### src/rtl/mole_round_ctrl.sv
// Whack-a-mole round controller: shows LFSR mole patterns, scores key hits.
// Ports: CLK, RESET (async high), START, keypad[7:0] -> mole, score, rounds_left, busy, game_over.
module mole_round_ctrl #(
    parameter int TICK_DIV    = 50000,
    parameter int SHOW_TICKS  = 8,
    parameter int GAP_TICKS   = 4,
    parameter int GAME_ROUNDS = 100
) (
    input  logic       CLK,
    input  logic       RESET,
    input  logic       START,
    input  logic [7:0] keypad,
    output logic [7:0] mole,
    output logic [7:0] score,
    output logic [7:0] rounds_left,
    output logic       busy,
    output logic       game_over
);

    localparam logic [1:0] IDLE = 2'd0;
    localparam logic [1:0] SHOW = 2'd1;
    localparam logic [1:0] GAP  = 2'd2;
    localparam logic [1:0] DONE = 2'd3;

    localparam int DW   = $clog2(TICK_DIV);
    localparam int TMAX = (SHOW_TICKS > GAP_TICKS) ? SHOW_TICKS : GAP_TICKS;
    localparam int TW   = $clog2(TMAX + 1);

    localparam logic [DW-1:0] DIV_LAST  = DW'(TICK_DIV - 1);
    localparam logic [TW-1:0] SHOW_LAST = TW'(SHOW_TICKS - 1);
    localparam logic [TW-1:0] GAP_LAST  = TW'(GAP_TICKS - 1);
    localparam logic [7:0]    SEED      = 8'hA5;

    // Fibonacci LFSR, taps 8,6,5,4; a nonzero state never maps to zero.
    function automatic logic [7:0] lfsr_step(input logic [7:0] v);
        return {v[6:0], v[7] ^ v[5] ^ v[4] ^ v[3]};
    endfunction

    logic [1:0]    state;
    logic [7:0]    lfsr;
    logic [7:0]    kp_q;
    logic [DW-1:0] div;
    logic [TW-1:0] tcnt;

    logic       tick;
    logic [7:0] hit;
    logic [3:0] hcnt;
    logic [8:0] sum;
    logic [7:0] score_sat;
    logic       show_end;
    logic       gap_end;

    assign busy      = (state == SHOW) || (state == GAP);
    assign game_over = (state == DONE);
    assign tick      = busy && (div == DIV_LAST);

    assign hit       = keypad & ~kp_q & mole;
    assign hcnt      = 4'($countones(hit));
    assign sum       = {1'b0, score} + {5'd0, hcnt};
    assign score_sat = sum[8] ? 8'hFF : sum[7:0];

    // A cleared pattern (all moles hit last cycle) ends the round early.
    assign show_end  = (mole == 8'h00) || (tick && (tcnt == SHOW_LAST));
    assign gap_end   = tick && (tcnt == GAP_LAST);

    always_ff @(posedge CLK or posedge RESET) begin
        if (RESET) begin
            state       <= IDLE;
            mole        <= 8'h00;
            score       <= 8'h00;
            rounds_left <= 8'h00;
            lfsr        <= SEED;
            kp_q        <= 8'h00;
            div         <= '0;
            tcnt        <= '0;
        end else begin
            kp_q <= keypad;
            if (tick) begin
                div  <= '0;
                tcnt <= tcnt + 1'b1;
            end else if (busy) begin
                div <= div + 1'b1;
            end
            case (state)
                IDLE, DONE: begin
                    if (START) begin
                        state       <= SHOW;
                        mole        <= SEED;
                        lfsr        <= lfsr_step(SEED);
                        score       <= 8'h00;
                        rounds_left <= 8'(GAME_ROUNDS);
                        div         <= '0;
                        tcnt        <= '0;
                    end
                end
                SHOW: begin
                    score <= score_sat;
                    if (show_end) begin
                        state       <= GAP;
                        mole        <= 8'h00;
                        rounds_left <= rounds_left - 8'd1;
                        div         <= '0;
                        tcnt        <= '0;
                    end else begin
                        mole <= mole & ~hit;
                    end
                end
                GAP: begin
                    if (gap_end) begin
                        div  <= '0;
                        tcnt <= '0;
                        if (rounds_left != 8'h00) begin
                            state <= SHOW;
                            mole  <= lfsr;
                            lfsr  <= lfsr_step(lfsr);
                        end else begin
                            state <= DONE;
                            mole  <= 8'hFF;
                        end
                    end
                end
            endcase
        end
    end

endmodule

### config.mk
export PLATFORM = sky130hd
export DESIGN_NAME = mole_round_ctrl
export DESIGN_NICKNAME = d
export VERILOG_FILES = /design/src/rtl/mole_round_ctrl.sv
export SDC_FILE = /design/constraint.sdc
export NUM_CORES = 1
export LEC_CHECK = 0
export CORE_MARGIN = 4
export CORE_UTILIZATION = 53
export CTS_BUF_LIST = sky130_fd_sc_hd__clkbuf_2
export DETAILED_ROUTE_END_ITERATION = 10
export PLACE_DENSITY = 0.8
export SYNTH_ARGS = -nofsm -noshare
export SYNTH_HDL_FRONTEND = slang
export SYNTH_SLANG_ARGS = --single-unit
### constraint.sdc
create_clock -name CLK -period 3.5 [get_ports CLK]
set_input_delay 0.7 -clock CLK [delete_from_list [all_inputs] [get_ports CLK]]
set_output_delay 0.7 -clock CLK [all_outputs]
set_load 0.02 [all_outputs]
# Yosys cells after proc, flatten, opt, wreduce, memory -nomap -nowiden
# Index checks and enable logic that the tools add are counted.
op_classes:
  n_reduce_logical: 16
  muxes: 31
  eq_ne: 10
  n_addsub: 11
  bitwise: 8
op_table:
  columns: ["op", "count"]
  rows:
  - ["2-to-1 mux 8 bit", 11]
  - ["2-to-1 mux 16 bit", 5]
  - ["case mux 16 bit (3 select lines)", 1]
  - ["case mux 8 bit (2 select lines)", 3]
  - ["AND 8 bit", 3]
  - ["case mux 8 bit (3 select lines)", 1]
  - ["adder 16 x 1 -> 16 bit (second input constant)", 1]
  - ["== test 16 bit (second input constant)", 1]
  - ["2-to-1 mux 4 bit", 4]
  - ["inverter 8 bit", 2]
  - ["case mux 4 bit (3 select lines)", 1]
  - ["adder 8 x 4 -> 9 bit", 1]
  - ["adder 1 x 1 -> 2 bit", 4]
  - ["zero test 8 bit", 1]
  - ["2-to-1 mux 2 bit", 4]
  - ["nonzero test 8 bit", 1]
  - ["subtractor 8 x 1 -> 8 bit (second input constant)", 1]
  - ["adder 2 x 2 -> 3 bit", 2]
  - ["inequality test 2 bit (second input constant)", 3]
  - ["case mux 2 bit (3 select lines)", 1]
  - ["AND reduction 3 bit", 2]
  - ["adder 3 x 3 -> 4 bit", 1]
  - ["adder 4 x 1 -> 4 bit (second input constant)", 1]
  - ["== test 2 bit (second input constant)", 2]
  - ["12 further kinds", 19]
totals:
  out_inout_bits: 26
  ff_bits: 62
  wordCells: 84

# Longest topological paths before layout
depth:
  depth_word: 9
  depth_mapped: 14
  mapped_depth_nobuf: 14

# Worst setup path after synthesis
# Ideal clock, no wire load.
synth_path:
  path_kind: "in2reg"
  startpoint: "in keypad[0]"
  endpoint: "reg score[5]"
  t_arrival_ns: 3.926
  cell_stages: 14
  setup_time_ns: 0.140
  required_ns: 3.360
  path_slack_ns: -0.566
  path_cell_list: "nand2b_1 -> nor2_1 -> fa_1 -> inv_1 -> fa_1 -> fa_1 -> fa_1 -> inv_1 -> fa_1 -> a21o_1 -> a21oi_1 -> nor2_1 -> a2111oi_0 -> a211oi_1"
synth_via:
  elab_chain_cells: 8
synth_lines:
  columns: ["element", "line", "rtl"]
  rows:
  - ["start: declaration", "12", "input logic [7:0] keypad,"]
  - ["AND 8 bit (2 in series)", "57", "assign hit = keypad & ~kp_q & mole;"]
  - ["adder 1 x 1 -> 2 bit (implied by the code)", "58", "assign hcnt = 4'($countones(hit));"]
  - ["adder 2 x 2 -> 3 bit (implied by the code)", "58", null]
  - ["adder 3 x 3 -> 4 bit (implied by the code)", "58", null]
  - ["adder 8 x 4 -> 9 bit", "59", "assign sum = {1'b0, score} + {5'd0, hcnt};"]
  - ["2-to-1 mux 8 bit", "60", "assign score_sat = sum[8] ? 8'hFF : sum[7:0];"]
  - ["case mux 8 bit (2 select lines)", "84", "case (state)"]
  - ["end signal: assignment", "97", "score <= score_sat;"]
  - ["end: declaration", "14", "output logic [7:0] score,"]
# No other way between the ends.
# A chain may end at the register's enable or synchronous reset.

# Worst setup path in the final report
layout_path:
  startpoint: "reg kp_q[2]"
  endpoint: "reg score[4]"
layout_via:
  elab_chain_cells: 9
layout_lines:
  columns: ["element", "line", "rtl"]
  rows:
  - ["start: declaration", "41", "logic [7:0] kp_q;"]
  - ["start signal: assignment", "77", "kp_q <= keypad;"]
  - ["inverter 8 bit", "57", null]
  - ["AND 8 bit (2 in series)", "57", null]
  - ["adder 1 x 1 -> 2 bit (implied by the code)", "58", null]
  - ["adder 2 x 2 -> 3 bit (implied by the code)", "58", null]
  - ["adder 3 x 3 -> 4 bit (implied by the code)", "58", null]
  - ["adder 8 x 4 -> 9 bit", "59", null]
  - ["2-to-1 mux 8 bit", "60", null]
  - ["case mux 8 bit (2 select lines)", "84", null]
# No other way between the ends.

==> metrics.yaml <==
cts_buffer_depth: 2
gp_congestion: 0.904
synth_flop_cell: "dfrtp_1"
ff2ff_path_depth: 14
die_area_um2: 8230
firstDrtPassIters: 4
p_leak_nw: 1.80
hold_depth: 1
vdd_drop_max_mv: 0.377
yosysTopAreaCellShare: 0.400
slew_viol_final: 0
finalSetupViolCount: 7
dp_hpwl_um: 6080
yosys_warnings: 0
regArea_um2: 1560
period_needed_ps: 3620
synthCells: 365
maxCapViolCount: 0
drive_gt1_frac: 0.170
top_level_ports: 37
post-route-period-util: 1.04
path_cells: "nand2b_4 > nor2_4 > fa_1 > inv_1 > fa_1 > fa_1 > fa_2 > inv_2 > fa_2 > a21o_1 > a21oi_4 > nor2_1 > a31oi_1 > o21a_1"
drc_errors: 0
cp.required_ps: 3990
synth_nets: 394
postRouteAntennaNets: 0
overflow: 0
portBuffers: 36
yosys.area.top_type: "dfrtp_1"
die_height_um: 90.7
grt_first_pass_wirelength_um: 14300
clk_pin_slew_worst_paths_ps: 200
cts_sinks: 62
arrival_ps: 4110
grt_setup_unrepaired: "yes"
worst_slew_pin_slew_ps: 681
cp_num_cells: 14
drt_iter0_markers: 268
synth-async-reset-ratio: 1.00
detail_route.wl_per_cell_um: 16.9
final_util: 0.667
synthTopCellsByCount: "dfrtp_1 (58), nor2_1 (29), inv_1 (26)"
area_delta_synth_final_pct: 19.3
track_usage: 0.214
ys_seq_elements: 62
layout.nets: 447
yosysSeqAreaShare: 0.429
cts_tree: "yes"
yosysMostFrequentCell: "dfrtp_1"
cts.htree.levels: 3
critPathMostFrequentCell: "fa_1"
slowest_stage: "fa_1"
hold_viol: 0
netlist_area_um2: 3630
cp-end-kind: "flop"
antenna_found_initial: 0
avgSynthCellArea_um2: 9.94
antenna_cells: 0
violations: "negative setup slack"
postLayoutCellArea_um2: 4330
start_util: 0.559
fillers: 499
clock_latency_ps: 520
worstPathMaxFanout: 4
outcome: "finished, violations left"
worstSetupPathType: "flop to flop"
vias: 3032
cp_top_family: "adder cells"
grt_pass1_vias: 2992
root_buffer: "clkbuf_2"
vias_per_cell: 6.06
grt_start_max_net_pins: 34
timing.fmax_mhz: 276
worst_slack_ps: -125
fp-row-count: 29
synth_edf_count: 0
placed_area_um2: 4180
critical_path.max_stage_delay_ps: 520
hold_path.class: "input port to flop"
powerDensity_nw_per_um2: 691
fin_skew_ps: 29.4
cts_made_buffers: 9
die_w_um: 90.7
multi_input_area_um2: 1970
crit_buf_inv: 2
core-area_um2: 6490
start_kind: "flop"
synth_area_leaders: "dfrtp_1 (40%), ha_1 (4.5%), a21oi_1 (3.2%)"
relSlewSlack: 0.540
totalWireLength_um: 8470
synth_cell_types: 69
==> flip-flops by register name, summed over array words and instances, names as in the netlist <==
register / flops
div: 16
kp_q: 8
lfsr: 8
mole: 8
rounds_left: 8
score: 8
state: 2
tcnt: 4
==> kinds of logic after synthesis <==
family                     Yosys count  share of synthesized area
AOI/OAI and AO/OA                   90                      0.175
xor gates and xnor gates            20                     0.0483
adders and majority gates           18                     0.0724
buffers and inverters               41                     0.0476
DFF                                 62                      0.429
muxes                                6                     0.0179
and+or+nand+nor                    128                      0.210
==> layout by cell type (no fill, tap or decap), drive strengths merged, types with 4 or more instances in the layout <==
master,instances
dfrtp,58
clkdlybuf4s50,34
nor2,30
inv,26
a21oi,23
nand2,19
buf,19
nand3,18
o21ai,17
xnor2,13
ha,13
clkbuf,9
nand2b,8
nor3,7
or3,7
xor2,7
o22ai,6
a31oi,6
clkinv,6
mux2i,5
o2111ai,5
nand4,5
fa,5
and3,4
o211ai,4
dfstp,4
nor4b,4
==> area by class of cell <==
cell class                      count  area share
Multi-Input combinational cell    262       0.455
Sequential cell                    62       0.360
Timing Repair Buffer               55       0.118
Inverter                           28      0.0243
Tap cell                           77      0.0223
Clock buffer                        9      0.0104
Clock inverter                      7     0.00954
==> path summary, 6_finish.rpt <==
check / end / slack, ps / from
min in group asynchronous: score[6]$_DFFE_PP0P_ / 560 / RESET
worst min-delay path: kp_q[0]$_DFF_PP0_ / 460 / keypad[0]
worst max-delay path: score[4]$_DFFE_PP0P_ / -120 / kp_q[2]$_DFF_PP0_
worst min register to register: lfsr[2]$_DFFE_PP1P_ / 540 / lfsr[2]$_DFFE_PP1P_
max in group asynchronous: lfsr[7]$_DFFE_PP1P_ / 2230 / RESET
worst max register to register: score[4]$_DFFE_PP0P_ / -120 / kp_q[2]$_DFF_PP0_
==> per-layer routing <==
metal  up-vias  wire length [um]  global-route usage
met2        80              4010               0.337
li1       1436                 -                   -
met1      1505              3950               0.290
met4         0                88              0.0587
met3        11               425              0.0575
met5         -                 0                   0
==> through the flow <==
stage	setup TNS, ps	total power, mW	cells	hold slack [ps]	setup WS [ps]
final	-441	2.99	500	461	-125
after global routing	-1640	3.22	500	426	-271
after CTS	-442	2.98	499	434	-114
after detailed placement	-6960	2.61	481	508	-1020
after global placement	-6000	2.55	481	501	-862
after floorplan	-744	2.09	365	467	-243
==> where the power goes <==
| part | total (mW) | switching [mW] | internal, mW | leakage [nW] |
|---|---|---|---|---|
| Clock | 0.367 | 0.280 | 0.0861 | 0.0511 |
| Sequential | 0.993 | 0.134 | 0.859 | 0.783 |
| Combinational | 1.63 | 0.948 | 0.684 | 0.969 |
| Total | 2.99 | 1.36 | 1.63 | 1.80 |
==> repair_timing <==
| item | 4_1_cts | 5_1_grt |
|---|---|---|
| gates resized for setup | 8 | 7 |
| buffers inserted | 2 | 1 |
| setup endpoints to repair | 8 | 8 |
| hold buffers | 0 | 0 |
| cloned | 0 | 0 |
| pin swaps | 1 | 2 |
(Power assumes the default switching activity.)
==> patch 1: new RTL, same settings <==
Change the parameter `TICK_DIV` from 50000 to 200000.
--- a/src/rtl/mole_round_ctrl.sv
+++ b/src/rtl/mole_round_ctrl.sv
@@ -1,7 +1,7 @@
 // Whack-a-mole round controller: shows LFSR mole patterns, scores key hits.
 // Ports: CLK, RESET (async high), START, keypad[7:0] -> mole, score, rounds_left, busy, game_over.
 module mole_round_ctrl #(
-    parameter int TICK_DIV    = 50000,
+    parameter int TICK_DIV    = 200000,
     parameter int SHOW_TICKS  = 8,
     parameter int GAP_TICKS   = 4,
     parameter int GAME_ROUNDS = 100
Check against the original RTL: same outputs for any inputs over 10 cycles, from zero or initial values and one cycle with RESET high; that may be too few to reach the edited logic, so the function may still have changed.
==> patch 1 against the unedited design <==
Sequential cell count is 2 higher. Synthesized area is 1.5% lower. Maximum frequency is 0.18% lower. Design area is 0.20% higher. Clock skew is 0.0038 ns lower. Highest routed layer unchanged. Total power is 5.8% lower. Routed wire length is 0.28% higher. The flow still finishes with violations (setup timing). Setup slack worse by 0.0066 ns. Critical path type unchanged. Synthesized cell count is 2.5% higher.
==> patch 1: results (changes against the unedited design) <==
OUTCOME='finished, violations left'
FAILED_CHECKS='setup timing'
SWITCHINGPOWER_W=0.00125  # -8.3%
NUMBER_OF_FLIP_FLOPS_UNDER_THE_LARGEST_REGISTER_NAME=18  # +2
R2R_END='score[7]$_DFFE_PP0P_'
NUM_VIAS=3154  # +4.0%
SETUP-TNS-FINAL_NS=-0.723  # -0.281 ns
DETAILED_PLACE.AREA_MM2=0.00419  # +0.33%
CLK_TRANSITION_REPORTED_PATHS_NS=0.18  # -0.02 ns
ROUTEDLENGTHMET1_MM=3.94  # about the same
POST_ROUTE_CELLS_DRIVE_ABOVE_1_SHARE_PCT=13.8  # -3.2 points
SETUP_VIOL=8  # +1
TIMING.REG2REG.WORST_PATH_DEPTH=13  # -1
SYNTH_FP_NETS=403  # +2.3%
WORST_SETUP_PATH_ENDPOINT='score[7]$_DFFE_PP0P_'
WL_MET3_UM=454  # +6.8%
TOTAL_ROUTING_RESOURCE_UTILIZATION_AFTER_GLOBAL_ROUTING_PCT=21.6  # +0.23 points
SHARE_OF_THE_YOSYS_CHIP_AREA_BELONGING_TO_REGISTERS_PCT=45.0  # +2.1 points
NUMBER_OF_DISTINCT_LIBRARY_CELLS_AFTER_SYNTHESIS=55  # -20%
DESIGN.FINAL.NETS=465  # +4.0%
WORST_PIN_SLEW_NS=0.978  # +0.297 ns
PLACE.GP.CONGESTION=0.858  # -5.2%
VIA_COUNT_OF_THE_FIRST_GLOBAL_ROUTING_PASS=3038  # +1.5%
ROUTE.MET2.WL_MM=3.95  # -1.3%
DRT-INITIAL-DRC-COUNT=209  # -22%
FILLER_INSTANCES=516  # +3.4%
P_LEAK_nW=1.90  # +5.5%
DP_HPWL_MM=6.18  # +1.8%
POSTLAYOUTSETUPSLACKWORST_NS=-0.131  # -0.00660 ns
[patch 1: cell types whose count changed in the layout (fill, tap and decap cells not counted), sizes merged, moves of 5 or more]
cell    delta
a21oi     -18
nand2     +14
o21ai     +12
nand3b     +8
buf        +5
nand2b     -5
nor2b      +5
o22ai      -5
o31ai      +5
xor2       +5
[patch 1: stage by stage]
step                power (W)  worst slack, ns
CTS                   0.00281           -0.215
floorplan             0.00184           -0.207
detailed placement    0.00237            -1.11
global route          0.00301           -0.219
global placement      0.00233           -0.983
finish                0.00282           -0.131
[patch 1: timing repair]
action                     4_1_cts  5_1_grt
gates resized for setup          7        3
hold buffers                     0        0
buffers inserted                 2        2
setup endpoints to repair        8        8
gates cloned                     0        0
pin swaps                       12       12
[patch 1: cell families after synthesis]
group | synth area share, %
xor gates and xnor gates | 5.39
DFF | 45.0
and+or+nand+nor | 22.8
adders and majority gates | 7.35
buffers and inverters | 3.61
AOI/OAI and AO/OA | 14.7
muxes | 1.16
[patch 1: worst min path at each step]
stage                          endpoint  slack, ns  depth (start not counted)                start
finish                kp_q[2]$_DFF_PP0_       0.42                          2            keypad[2]
global route          kp_q[2]$_DFF_PP0_       0.40                          2            keypad[2]
CTS                   kp_q[0]$_DFF_PP0_       0.43                          1            keypad[0]
detailed placement  lfsr[0]$_DFFE_PP1P_       0.50                          2  lfsr[0]$_DFFE_PP1P_
global placement    lfsr[0]$_DFFE_PP1P_       0.49                          2  lfsr[0]$_DFFE_PP1P_
floorplan           lfsr[2]$_DFFE_PP1P_       0.47                          2  lfsr[1]$_DFFE_PP0P_
[patch 1: power groups by stage]
stage / sequential, W / clock (W) / combinational (W)
2_1_floorplan: 0.00105 / 0 / 0.000790
3_3_place_gp: 0.000979 / 0 / 0.00135
3_5_place_dp: 0.000984 / 0 / 0.00138
4_1_cts: 0.000968 / 0.000448 / 0.00140
5_1_grt: 0.000988 / 0.000486 / 0.00154
6_report: 0.000970 / 0.000443 / 0.00141
[patch 1: layer usage]
metal	GRT usage [%]	vias up
met3	4.01	14
li1	-	1478
met1	30.0	1546
met5	0	-
met2	33.3	116
met4	9.06	0
[patch 1: critical path, stage by stage (launching register included)]
cell and delay (ns):
dfrtp_1 0.44, nor3b_2 0.17, fa_1 0.49, inv_2 0.05, fa_1 0.46, fa_1 0.52, fa_2 0.21, inv_2 0.04
fa_2 0.36, a21o_1 0.21, a21o_1 0.22, nor3_2 0.14, o21ai_1 0.10, o221a_2 0.13
[patch 1: final cells by class]
class | count | area, um^2 | share of cell area, %
multi-input combinational | 276 | 1890 | 43.5
sequential | 64 | 1610 | 37.0
timing repair buffer | 60 | 538 | 12.4
inverter | 25 | 106 | 2.45
tap | 77 | 96.3 | 2.22
clock buffer | 12 | 60.1 | 1.38
clock inverter | 4 | 45.0 | 1.04
==> patch 2: new RTL, same settings <==
Made on the original files. Reset style: synchronous (`RESET`), changed in one clocked block. Comments in the files are not updated.
--- a/src/rtl/mole_round_ctrl.sv
+++ b/src/rtl/mole_round_ctrl.sv
@@ -63,7 +63,7 @@
     assign show_end  = (mole == 8'h00) || (tick && (tcnt == SHOW_LAST));
     assign gap_end   = tick && (tcnt == GAP_LAST);
 
-    always_ff @(posedge CLK or posedge RESET) begin
+    always_ff @(posedge CLK) begin
         if (RESET) begin
             state       <= IDLE;
             mole        <= 8'h00;
Formal check against the unedited RTL: differs if RESET is asserted again (counterexample within 4 cycles, from zero or initial values and one cycle with RESET high); with RESET held inactive, the same outputs for 10 cycles.
==> patch 2 against the unedited design <==
Routed wire length shrank 11%. Design area down 6.8%. Total power down 6.0%. Core utilization is 0.66 points higher. Setup slack improved by 0.13 ns. Sequential cell count did not move. Critical path depth is 2 higher. Synthesized area fell by 8.6%. Maximum frequency rose by 3.9%.
==> patch 2: results (changes against the unedited design) <==
P_LEAK_nW=1.54  # -15%
GRT_USE_MET2_PCT=33.5  # -0.18 points
OUTCOME='finished clean'
PRE_CTS_SLACK_NS=-0.930  # +0.0910 ns
COMB.MULTI_INPUT.COUNT=288  # +9.9%
POSTSYNTH.ASYNCRESETSHARE_PCT=0  # -100 points
SYNTH_TOP_CELLS_BY_COUNT='62 x dfxtp_1, 44 x nor2_1, 32 x nand2_1'
WORST_PIN_SLEW_NS=0.747  # +0.0668 ns
FILLER_INSTANCES=492  # -1.4%
TOTAL_ROUTING_RESOURCE_UTILIZATION_AFTER_GLOBAL_ROUTING_PCT=21.2  # -0.13 points
VDD_DROP_MAX_V=0.000607  # +61%
R2R_SETUP_SLACK_NS=0.02  # +0.14 ns
ROUTEDLENGTHMET1_MM=3.61  # -8.6%
MOST_COMMON_FLOP_CELL_MAPPED_BY_YOSYS='dfxtp_1'
PLACE.GP.CONGESTION=0.890  # -1.6%
YOSYS.AREA_SHARE.ADDER_PCT=7.92  # +0.68 points
PLACEDCELLCOUNT=489  # +1.7%
FINAL.SIGNAL_INVERTER_COUNT=15  # -46%
MULTI_INPUT_GATE_SHARE_OF_TOTAL_CELL_AREA_PCT=50.1  # +4.6 points
YOSYS.AREA_SHARE.XOR_XNOR_PCT=6.33  # +1.5 points
SHARE_OF_THE_YOSYS_CHIP_AREA_BELONGING_TO_REGISTERS_PCT=37.4  # -5.5 points
CLOCKNETWORKAREASHARE_PCT=3.13  # +1.1 points
SEQ_SHARE_PCT=30.8  # -5.1 points
TOTALWIRELENGTH_MM=7.56  # -11%
DRT-INITIAL-DRC-COUNT=132  # -51%
patch 2: cell count changes in the layout (fill, tap and decap cells not counted), sizes merged, moves of 11 or more:
cell   change
dfxtp     +62
dfrtp     -58
nor2b     +16
nor2      +15
nand2     +13
inv       -11
patch 2: path summary, 6_finish.rpt:
| kind | from | end | cells after the start |
|---|---|---|---|
| max | keypad[0] | score[4]$_SDFFE_PP0P_ | 16 |
| min | keypad[2] | kp_q[2]$_SDFF_PP0_ | 2 |
| max reg2reg | kp_q[2]$_SDFF_PP0_ | score[4]$_SDFFE_PP0P_ | 15 |
| min reg2reg | tcnt[1]$_SDFF_PP0_ | tcnt[1]$_SDFF_PP0_ | 2 |
patch 2: timing repair:
| action | 4_1_cts | 5_1_grt |
|---|---|---|
| pin swaps | 8 | 9 |
| endpoints found under the hold margin | 0 | 0 |
| setup buffers | 3 | 2 |
| resized for setup | 14 | 9 |
| setup endpoints to repair | 8 | 8 |
